[src/rtl/alu_cmd_issuer.sv]
// alu_cmd_issuer: buffers host ALU commands in a small FIFO, issues them one at
// a time to alu_top with a single-cycle start pulse, waits for a rising edge on
// done (or gives up after TIMEOUT cycles) and returns the result with a tag on a
// valid/ready response port.
`timescale 1ns/1ps

module alu_cmd_issuer #(
    parameter int FIFO_DEPTH = 4,
    parameter int TIMEOUT    = 64,
    parameter int TAG_W      = 4
) (
    input  logic             clk,
    input  logic             reset,
    input  logic             cmd_valid,
    output logic             cmd_ready,
    input  logic [2:0]       cmd_op,
    input  logic [7:0]       cmd_a,
    input  logic [7:0]       cmd_b,
    output logic             alu_start,
    output logic [2:0]       alu_op,
    output logic [7:0]       alu_a,
    output logic [7:0]       alu_b,
    input  logic             alu_done,
    input  logic [15:0]      alu_result,
    output logic             rsp_valid,
    input  logic             rsp_ready,
    output logic [15:0]      rsp_result,
    output logic [2:0]       rsp_op,
    output logic [TAG_W-1:0] rsp_tag,
    output logic             rsp_timeout
);

    localparam int PTR_W = (FIFO_DEPTH > 1) ? $clog2(FIFO_DEPTH) : 1;
    localparam int CNT_W = PTR_W + 1;
    localparam int TMO_W = $clog2(TIMEOUT + 1);
    localparam logic [CNT_W-1:0] FULL_CNT = CNT_W'(FIFO_DEPTH);
    localparam logic [TMO_W-1:0] TMO_LAST = TMO_W'(TIMEOUT - 1);

    typedef enum logic [1:0] {
        ST_IDLE  = 2'd0,
        ST_ISSUE = 2'd1,
        ST_WAIT  = 2'd2,
        ST_RESP  = 2'd3
    } state_t;

    state_t           state_r;
    state_t           state_next_s;

    logic [2:0]       fifo_op_r [FIFO_DEPTH];
    logic [7:0]       fifo_a_r  [FIFO_DEPTH];
    logic [7:0]       fifo_b_r  [FIFO_DEPTH];
    logic [PTR_W-1:0] wr_ptr_r;
    logic [PTR_W-1:0] rd_ptr_r;
    logic [CNT_W-1:0] count_r;
    logic [CNT_W-1:0] count_next_s;

    logic             push_s;
    logic             pop_s;
    logic             done_q_r;
    logic             done_rise_s;
    logic [TMO_W-1:0] tmo_cnt_r;
    logic             tmo_hit_s;
    logic             cap_done_s;
    logic             cap_tmo_s;
    logic             rsp_ack_s;

    // cmd_ready is a registered !full, so a same-cycle pop never frees a slot early
    assign push_s      = cmd_valid & cmd_ready;
    assign done_rise_s = alu_done & ~done_q_r;
    assign tmo_hit_s   = (tmo_cnt_r == TMO_LAST);

    // Occupancy after this cycle's push/pop
    always_comb begin
        count_next_s = count_r;
        case ({push_s, pop_s})
            2'b10:   count_next_s = count_r + CNT_W'(1);
            2'b01:   count_next_s = count_r - CNT_W'(1);
            default: count_next_s = count_r;
        endcase
    end

    // FIFO payload storage; stale entries are harmless because count gates reads
    always_ff @(posedge clk) begin
        if (push_s) begin
            fifo_op_r[wr_ptr_r] <= cmd_op;
            fifo_a_r[wr_ptr_r]  <= cmd_a;
            fifo_b_r[wr_ptr_r]  <= cmd_b;
        end
    end

    // FIFO pointers, occupancy and the registered ready flag
    always_ff @(posedge clk or posedge reset) begin
        if (reset) begin
            wr_ptr_r  <= PTR_W'(0);
            rd_ptr_r  <= PTR_W'(0);
            count_r   <= CNT_W'(0);
            cmd_ready <= 1'b1;
        end else begin
            if (push_s) begin
                wr_ptr_r <= wr_ptr_r + PTR_W'(1);
            end
            if (pop_s) begin
                rd_ptr_r <= rd_ptr_r + PTR_W'(1);
            end
            count_r   <= count_next_s;
            cmd_ready <= (count_next_s != FULL_CNT);
        end
    end

    // FSM state register
    always_ff @(posedge clk or posedge reset) begin
        if (reset) begin
            state_r <= ST_IDLE;
        end else begin
            state_r <= state_next_s;
        end
    end

    // FSM next state and per-cycle control strobes; done beats timeout in WAIT
    always_comb begin
        state_next_s = state_r;
        pop_s        = 1'b0;
        cap_done_s   = 1'b0;
        cap_tmo_s    = 1'b0;
        rsp_ack_s    = 1'b0;
        case (state_r)
            ST_IDLE: begin
                if (count_r != CNT_W'(0)) begin
                    pop_s        = 1'b1;
                    state_next_s = ST_ISSUE;
                end else begin
                    state_next_s = ST_IDLE;
                end
            end
            ST_ISSUE: begin
                state_next_s = ST_WAIT;
            end
            ST_WAIT: begin
                if (done_rise_s) begin
                    cap_done_s   = 1'b1;
                    state_next_s = ST_RESP;
                end else if (tmo_hit_s) begin
                    cap_tmo_s    = 1'b1;
                    state_next_s = ST_RESP;
                end else begin
                    state_next_s = ST_WAIT;
                end
            end
            ST_RESP: begin
                if (rsp_valid && rsp_ready) begin
                    rsp_ack_s    = 1'b1;
                    state_next_s = ST_IDLE;
                end else begin
                    state_next_s = ST_RESP;
                end
            end
            default: begin
                state_next_s = ST_IDLE;
            end
        endcase
    end

    // Done history for edge detection and the WAIT-cycle timeout counter
    always_ff @(posedge clk or posedge reset) begin
        if (reset) begin
            done_q_r  <= 1'b0;
            tmo_cnt_r <= TMO_W'(0);
        end else begin
            done_q_r <= alu_done;
            if (state_r == ST_ISSUE) begin
                tmo_cnt_r <= TMO_W'(0);
            end else if (state_r == ST_WAIT) begin
                tmo_cnt_r <= tmo_cnt_r + TMO_W'(1);
            end
        end
    end

    // Registered ALU request and host response outputs
    always_ff @(posedge clk or posedge reset) begin
        if (reset) begin
            alu_start   <= 1'b0;
            alu_op      <= 3'd0;
            alu_a       <= 8'd0;
            alu_b       <= 8'd0;
            rsp_valid   <= 1'b0;
            rsp_result  <= 16'd0;
            rsp_op      <= 3'd0;
            rsp_tag     <= TAG_W'(0);
            rsp_timeout <= 1'b0;
        end else begin
            alu_start <= (state_next_s == ST_ISSUE);
            if (pop_s) begin
                alu_op <= fifo_op_r[rd_ptr_r];
                alu_a  <= fifo_a_r[rd_ptr_r];
                alu_b  <= fifo_b_r[rd_ptr_r];
            end
            if (cap_done_s) begin
                rsp_valid   <= 1'b1;
                rsp_result  <= alu_result;
                rsp_op      <= alu_op;
                rsp_timeout <= 1'b0;
            end else if (cap_tmo_s) begin
                rsp_valid   <= 1'b1;
                rsp_result  <= 16'd0;
                rsp_op      <= alu_op;
                rsp_timeout <= 1'b1;
            end else if (rsp_ack_s) begin
                rsp_valid <= 1'b0;
                rsp_tag   <= rsp_tag + TAG_W'(1);
            end
        end
    end

endmodule

[config.mk]
export PLATFORM = sky130hd
export DESIGN_NAME = alu_cmd_issuer
export DESIGN_NICKNAME = d
export VERILOG_FILES = /design/src/rtl/alu_cmd_issuer.sv
export SDC_FILE = /design/constraint.sdc
export NUM_CORES = 1
export LEC_CHECK = 0
export CAP_MARGIN = 20
export CORE_ASPECT_RATIO = 1.2
export CORE_UTILIZATION = 51
export CTS_BUF_LIST = sky130_fd_sc_hd__clkbuf_16
export DETAILED_ROUTE_END_ITERATION = 10
export PLACE_DENSITY = 0.76
export REMOVE_ABC_BUFFERS = 1
export SYNTH_ARGS = -nofsm -noshare
export SYNTH_HDL_FRONTEND = slang
export SYNTH_SLANG_ARGS = --single-unit
export TNS_END_PERCENT = 20
[constraint.sdc]
create_clock -name clk -period 2.7 [get_ports clk]
set_clock_uncertainty 0.05 [all_clocks]
set_input_delay 0.675 -clock clk [delete_from_list [all_inputs] [get_ports clk]]
set_output_delay 0.675 -clock clk [all_outputs]
set_load 0.005 [all_outputs]
### After elaboration in Yosys (flattened, before gate mapping)

Memory sizes are Yosys's and may differ from the RTL's. A register that Yosys moved wholly into a read port is not among the register bits.
Cells that the tools add are included.

| word-level totals | value |
|---|---|
| word-level logic and storage cells | 70 |
| flip-flop bits (word level) | 44 |
| input bits | 40 |
| memories | 3 |
| bits in writable memories | 76 |

Memory list:

| memory | words | width | rd ports | clocked after memory_dff | wr ports | RTL line | RTL |
|---|---|---|---|---|---|---|---|
| fifo_a_r | 4 | 8 | 1 | 1 | 1 | 50 | `logic [7:0] fifo_a_r [FIFO_DEPTH];` |
| fifo_b_r | 4 | 8 | 1 | 1 | 1 | 51 | `logic [7:0] fifo_b_r [FIFO_DEPTH];` |
| fifo_op_r | 4 | 3 | 1 | 1 | 1 | 49 | `logic [2:0] fifo_op_r [FIFO_DEPTH];` |

| operators by class | value |
|---|---|
| bitwise gates (word level) | 5 |
| add/subtract/negate cells | 6 |
| muxes and demuxes | 28 |
| equality and inequality tests | 8 |
| reduce and logical (&&, ||, !) cells | 7 |

Operators with widths:

| cell | count |
|---|---|
| 2-to-1 mux 16 bit | 2 |
| 2-to-1 mux 1 bit | 19 |
| 2-to-1 mux 7 bit | 2 |
| case mux 2 bit (4 select lines) | 1 |
| adder 7 x 1 -> 7 bit (second input constant) | 1 |
| equality test 7 x 6 -> 1 bit (second input constant) | 1 |
| equality test 2 x 1 -> 1 bit (second input constant) | 3 |
| equality test 2 bit (second input constant) | 3 |
| 2-to-1 mux 3 bit | 2 |
| case mux 3 bit (2 select lines) | 1 |
| nonzero test 3 bit | 2 |
| adder 2 x 1 -> 2 bit (second input constant) | 2 |
| adder 4 x 1 -> 4 bit (second input constant) | 1 |
| nonzero test 2 bit | 2 |
| adder 3 x 1 -> 3 bit (second input constant) | 1 |
| inequality test 3 bit (second input constant) | 1 |
| inverter 1 bit | 3 |
| AND reduction 3 bit | 1 |
| subtractor 3 x 1 -> 3 bit (second input constant) | 1 |
| AND 1 bit | 2 |
| zero test 2 bit | 1 |
| 2-to-1 mux 2 bit | 1 |
| logical AND 1 bit | 1 |

### Logic depth before layout (Yosys ltp)

Gate-level depths: netlist of the first run.

| logic depth | value |
|---|---|
| depth in word-level cells | 6 |
| mapped depth | 12 |

### Worst setup path before layout of the first run

Ideal clock, no wire load.

| timing | value |
|---|---|
| path kind | flip-flop to flip-flop |
| start point | register state_r[1] |
| end point | register cmd_ready |
| path slack | 0.548 ns |
| data arrival time | 2.020 ns |
| path buffers | 1 |
| stages on the path, launching flop included | 13 |
| library setup time | 0.082 ns |
| data required time | 2.568 ns |
| path through | dfrtp_1 inv_1 ha_1 nand2b_2 inv_2 buf_6 ha_1 inv_1 fa_1 xor2_1 nor2_1 xor2_1 nand2_1 |

| on the way | value |
|---|---|
| longest elaborated chain between the ends | 5 |

Ends and longest elaborated chain:

| item | RTL line | RTL |
|---|---|---|
| start: declaration | 46 | `state_t state_r;` |
| start signal: assignment | 115 | `state_r <= state_next_s;` |
| zero test 2 bit * | 126 | `case (state_r)` |
| 2-to-1 mux 1 bit * | 126 |  |
| named net pop_s | 58 | `logic pop_s;` |
| equality test 2 x 1 -> 1 bit / equality test 2 bit (equally long branches) | 75 | `case ({push_s, pop_s})` |
| case mux 3 bit (2 select lines) * | 75 |  |
| named net count_next_s[2] | 55 | `logic [CNT_W-1:0] count_next_s;` |
| inequality test 3 bit * | 106 | `cmd_ready <= (count_next_s != FULL_CNT);` |
| end signal: assignment | 106 |  |
| end: declaration | 15 | `output logic cmd_ready,` |

The timed path passes the listed nets; every way through them passes the cells marked *.
A chain may end at the register's enable or synchronous reset.

### Worst setup path after layout of the first run

| timing | value |
|---|---|
| start point | register cmd_ready |
| end point | output port cmd_ready |

No word-level cell between the ends.

==> metrics.cfg, run 1 <==
[run_status]
status=complete, but fails checks
violations=design-rule violations

[sta]
rsz0062_at_grt=false
worstMarginPinSlew_ns=0.4901
setup_viol=0
drv_slew=0
tns_ns=0
fmax_ghz=0.4523
slew_headroom_pct=67.28
finalCritPeriodShare_pct=81.88
hold_viol=0
fin_crit_ns=2.211

[power_and_ir_drop]
total_power_mw=8.658
p_comb_share_pct=33.1
clkPwrFrac_pct=27.9
power_leakage_nw=2.877
power_frac_seq_pct=39.0
swShare_pct=28.55
ir_drop_mv=0.7857
power.switching_mw=2.471
p_int_mw=6.186
power.density_mw_per_mm2=1196

[route]
via_per_inst=5.349
drt_iter0_drc=161
dr.pass1.iters=7
dr_total_vias=3108
ant_nets=0
routed_wirelength_um=9999
wl_per_cell_um=17.21
drc=22

[clock_network]
numCtsBuffers=17
cts_tree=yes
post_cts_buffers=0
cts_root_buf=clkbuf_16
cts.hold.buffers_added=0
clk_pin_slew_ns=0.06
cts_htree_levels=4
clock_sink_count=139
cts_resized=0
cts_buffer_depth=2
clkLatencyLatePin_ns=0.41

[die]
die-area_sq_mm=0.01142
die_x_um=97.72
num_rows=41
die_height_um=116.9
core-area_sq_mm=0.01062
start_util_pct=52.80
ios=86

[place]
placed_cells=549
port_buffers=85
hpwl_um=6359
gp_congestion=0.7363

[setup_path]
crit_slowest_cell=dfstp_2
required_ns=1.98
cp_top_family=flip-flops
cpPeakStageDelay_ns=0.57
cp-end-kind=output pin
path_max_fanout=6
cp-start-kind=register
crit_chain=clkdlybuf4s50_1
critPathBufInv=1
r2r_slack_ns=0.54
path_class=register to output pin
cp.arrival_ns=1.49

[synthesis]
synth-async-reset-ratio_pct=45.32
ys_seq_elements=139
yosysWarnings=0
synth-edff-count=76
ys.flop_type=edfxtp_1
postSynthCellCount=337
yosysSeqAreaShare_pct=68.85
syn_area_per_cell_sq_um=16.64
synth_cell_type_count=44
syn_area_sq_mm=0.005607

[global_routing]
grt_usage_pct=19.14
grt_max_degree=43
antenna_found_initial=0
grt_pass1_vias=3210
grt-ovfl-total=0
grt_pass1_wl_um=16110

[cells_and_area]
fin_cells=581
final_nets=492
layout.cells.most_common=clkdlybuf4s50_1
final_cell_mix=85 x clkdlybuf4s50_1, 76 x edfxtp_1, 62 x dfrtp_1
area_delta_synth_final_pct=29.15
drive_above_1_share_pct=20.80
n_antenna_cell=0

[run]
max_cap_violations=0

[worst_hold_path]
hp-class=register to register

## routing by layer
metal  part of all wire [%]  vias up  GRT usage, %
met5                      0        -             0
met4                   0.98        0         7.172
met3                    6.7        9         6.473
met2                     51      103         33.43
met1                     42     1543         22.24
li1                       -     1453             -
## final cells by class
type                    instances  area (sq um)
fillers                       701          3378
clock inverters                15         197.7
clock buffers                  17         425.4
multi-input cells             170          1594
repair buffers                 96         945.9
well taps                     129         161.4
flip-flops and latches        139          3860
inverters                      15         56.30
## logic make-up (layout without fill, tap and decap cells)
group / after synthesis / count (layout) / share of synthesized area, %
adders and majority gates: 13 / 13 / 3.035
muxes: 45 / 45 / 14.15
and+or+nand+nor: 70 / 70 / 6.405
xor gates and xnor gates: 9 / 9 / 1.406
AOI/OAI and AO/OA: 33 / 33 / 3.437
DFF: 139 / 139 / 68.85
buffers and inverters: 28 / 143 / 2.722
## power by group through the flow
| stage | clock network (mW) | logic [mW] | registers, mW |
|---|---|---|---|
| 6_report | 2.41 | 2.87 | 3.38 |
| 5_1_grt | 2.54 | 3.14 | 3.45 |
| 4_1_cts | 2.47 | 2.92 | 3.38 |
| 3_5_place_dp | 0 | 2.91 | 3.41 |
| 3_3_place_gp | 0 | 2.83 | 3.37 |
| 2_1_floorplan | 0 | 1.63 | 3.43 |
## cells in the mapped netlist, types with 2 or more instances
cell       n  area [sq um]
nand3_1    5         25.02
mux2_4    19         285.3
xnor2_1    4         35.03
mux2i_1    2         20.02
edfxtp_1  76          2282
nor2_1     9         33.78
buf_6      5         56.30
o22ai_1    5         31.28
mux2_2     2         22.52
ha_1      12         150.1
a21o_1     2         15.01
mux4_2    18         405.4
o21ai_0   17         85.08
a21oi_1    4         20.02
mux2_1     3         33.78
clkbuf_1   2         7.510
and3_1     4         25.02
dfrtp_1   62          1551
buf_2      5         25.02
inv_1     14         52.55
nor3_2     2         20.02
nand2_1   38         142.6
xor2_1     5         43.79
nor4_1     2         12.51
## sequential cells by signal, indices dropped and copies added (netlist names)
register / count
rsp_valid: 1
cmd_ready: 1
rsp_op: 3
count_r: 3
alu_op: 3
tmo_cnt_r: 7
fifo_op_r: 12
fifo_b_r: 32
done_q_r: 1
wr_ptr_r: 2
alu_a: 8
rd_ptr_r: 2
fifo_a_r: 32
alu_b: 8
state_r: 2
rsp_tag: 4
alu_start: 1
rsp_result: 16
rsp_timeout: 1
## path summary, 6_finish.rpt
| kind | from | endpoint | cells after the start |
|---|---|---|---|
| worst max-delay path | cmd_ready | cmd_ready | 1 |
| worst min-delay path | rsp_tag[3] | rsp_tag[3] | 1 |
| worst max register to register | state_r[1] | cmd_ready | 11 |
| worst min register to register | rsp_tag[3] | rsp_tag[3] | 1 |
| max in group asynchronous | reset | rd_ptr_r[1] | 3 |
| min in group asynchronous | reset | alu_start | 2 |
## through the flow
step	util, %	setup slack, ns	hold slack [ns]	instance area, sq um
after floorplan	-	0.3251	0.4147	5510
after global placement	62.32	0.1939	0.4105	6618
after detailed placement	62.32	0.05143	0.4161	6618
after CTS	68.19	0.4679	0.4250	7241
after global routing	68.19	0.3678	0.4554	7241
final	68.19	0.4893	0.4218	7241
Power figures use the tool's default switching activity.
==> run 2: changes to the inputs <==
==> constraint.sdc (replaced) <==
create_clock -name clk -period 2.17 [get_ports clk]
set_clock_uncertainty 0.05 [all_clocks]
set_input_delay 0.5425 -clock clk [delete_from_list [all_inputs] [get_ports clk]]
set_output_delay 0.5425 -clock clk [all_outputs]
set_load 0.005 [all_outputs]
==> run 2 against run 1 <==
The flow still finishes with violations (design-rule violations). Wire length rose by 2.2%. Global-route usage rose by 1.0 points. Non-clock buffer count rose by 8.
==> metrics.cfg, run 2 (synthesis results as in run 1) <==
[global_routing]
grt_pass1_wl_um=16780  ; +4.2%
grt_max_degree=64  ; +49%
grt_pass1_vias=3313  ; +3.2%
grt-ovfl-total=0  ; unchanged
antenna_found_initial=0  ; unchanged
grt_usage_pct=20.14  ; +1.0 points

[setup_path]
crit_chain=clkdlybuf4s50_1
path_class=register to output pin
crit_slowest_cell=dfstp_2
cp.arrival_ns=1.49  ; about the same
path_max_fanout=6  ; unchanged
required_ns=1.58  ; -0.40 ns
cp-end-kind=output pin
critPathBufInv=1  ; unchanged
cpPeakStageDelay_ns=0.58  ; about the same
cp_top_family=flip-flops
cp-start-kind=register

[cells_and_area]
final_cell_mix=85 x clkdlybuf4s50_1, 76 x edfxtp_1, 61 x dfrtp_1
drive_above_1_share_pct=22.17  ; +1.4 points
top_regs=fifo_a_r: 32 flops, fifo_b_r: 32 flops, rsp_result: 16 flops
layout.cells.most_common=clkdlybuf4s50_1
area_delta_synth_final_pct=31.49
final_nets=500  ; +1.6%
n_antenna_cell=0  ; unchanged

[route]
wl_met3_um=705  ; +5.5%
wl_met1_um=4109  ; -1.7%
met2_length_um=5246  ; +3.8%
via_per_inst=5.370  ; +0.39%
drc=22  ; unchanged
drt_iter0_drc=159  ; -1.2%
routed_wirelength_um=10220  ; +2.2%
dr.pass1.iters=7  ; unchanged
ant_nets=0  ; unchanged
highest_layer=met4
dr_total_vias=3163  ; +1.8%
wl_per_cell_um=17.34  ; +0.78%

[die]
ios=86  ; unchanged
start_util_pct=52.80  ; unchanged
die_x_um=97.72  ; unchanged
num_rows=41  ; unchanged
core-area_sq_mm=0.01062  ; unchanged
die-area_sq_mm=0.01142  ; unchanged
die_height_um=116.9  ; unchanged

[sta]
setup_viol=0  ; unchanged
worstMarginPinSlew_ns=0.4191  ; -0.07096 ns
slew_headroom_pct=71.80  ; +4.5 points
worst_hold_slack_ns=0.4192  ; -0.002575 ns
rsz0062_at_grt=false
fin_crit_ns=2.085
drv_slew=0  ; unchanged
finalCritPeriodShare_pct=96.06
fmax_ghz=0.4797
hold_viol=0  ; unchanged

[clock_network]
clkLatencyLatePin_ns=0.41  ; about the same
clk_pin_slew_ns=0.06  ; about the same
cts_resized=0  ; unchanged
cts_root_buf=clkbuf_16
cts_buffer_depth=2  ; unchanged
clock_sink_count=139  ; unchanged
post_cts_buffers=0  ; unchanged
cts.hold.buffers_added=0  ; unchanged
numCtsBuffers=17  ; unchanged
cts_htree_levels=4  ; unchanged
cts_tree=yes

[power_and_ir_drop]
power.density_mw_per_mm2=1492  ; +25%
power_leakage_nw=2.941  ; +2.2%
ir_drop_mv=0.8099  ; +3.1%
total_power_mw=11.00  ; +27%

[run_status]
status=complete, but fails checks
violations=design-rule violations

[place]
hpwl_um=6374  ; +0.23%
gp_congestion=0.7362  ; about the same
port_buffers=85  ; unchanged

[worst_hold_path]
hp-class=register to register

[run]
max_cap_violations=0  ; unchanged

## run 2: cell types whose count changed in the layout (fill, tap and decap cells not counted), sizes merged
cell	change
buf	+8
bufinv	+1
clkinvlp	-1
## run 2: path summary, 6_finish.rpt
path,startpoint,to,slack [ns],cells after the start
worst max-delay path,cmd_ready,cmd_ready,0.09,1
worst max register to register,state_r[1],cmd_ready,0.14,11
max in group asynchronous,reset,cmd_ready,1.28,3
worst min-delay path,rsp_tag[3],rsp_tag[3],0.42,1
worst min register to register,rsp_tag[3],rsp_tag[3],0.42,1
min in group asynchronous,reset,rsp_result[3],0.48,3
## run 2: routing by layer
| metal | vias up | GRT usage (%) |
|---|---|---|
| met4 | 0 | 8.889 |
| met1 | 1574 | 23.76 |
| met2 | 118 | 34.37 |
| met5 | - | 0 |
| met3 | 14 | 6.473 |
| li1 | 1457 | - |
## run 2: through the flow
stage / setup TNS [ns] / setup slack [ns] / std cells / utilization [%] / instance area, sq um
5_1_grt: 0 / 0.01694 / 589 / 69.42 / 7372
4_1_cts: 0 / 0.06468 / 589 / 69.41 / 7371
2_1_floorplan: -0.6440 / -0.2049 / 324 / - / 5510
3_3_place_gp: -0.1085 / -0.08229 / 557 / 63.47 / 6740
6_report: 0 / 0.08544 / 589 / 69.42 / 7372
3_5_place_dp: -0.2495 / -0.1641 / 557 / 63.47 / 6740
## run 2: where the power goes
| part | leakage (nW) | switching (mW) | internal (mW) |
|---|---|---|---|
| sequential | 1.45 | 0.489 | 3.68 |
| clock | 0.314 | 1.04 | 2.02 |
| combinational | 1.17 | 1.56 | 2.22 |
## run 2: area by class of cell
cell class	instances	area (sq um)
flip-flops and latches	139	3861
fillers	684	3247
multi-input cells	170	1594
repair buffers	104	1069
clock buffers	17	425.4
clock inverters	15	205.2
well taps	129	161.4
inverters	15	56.30
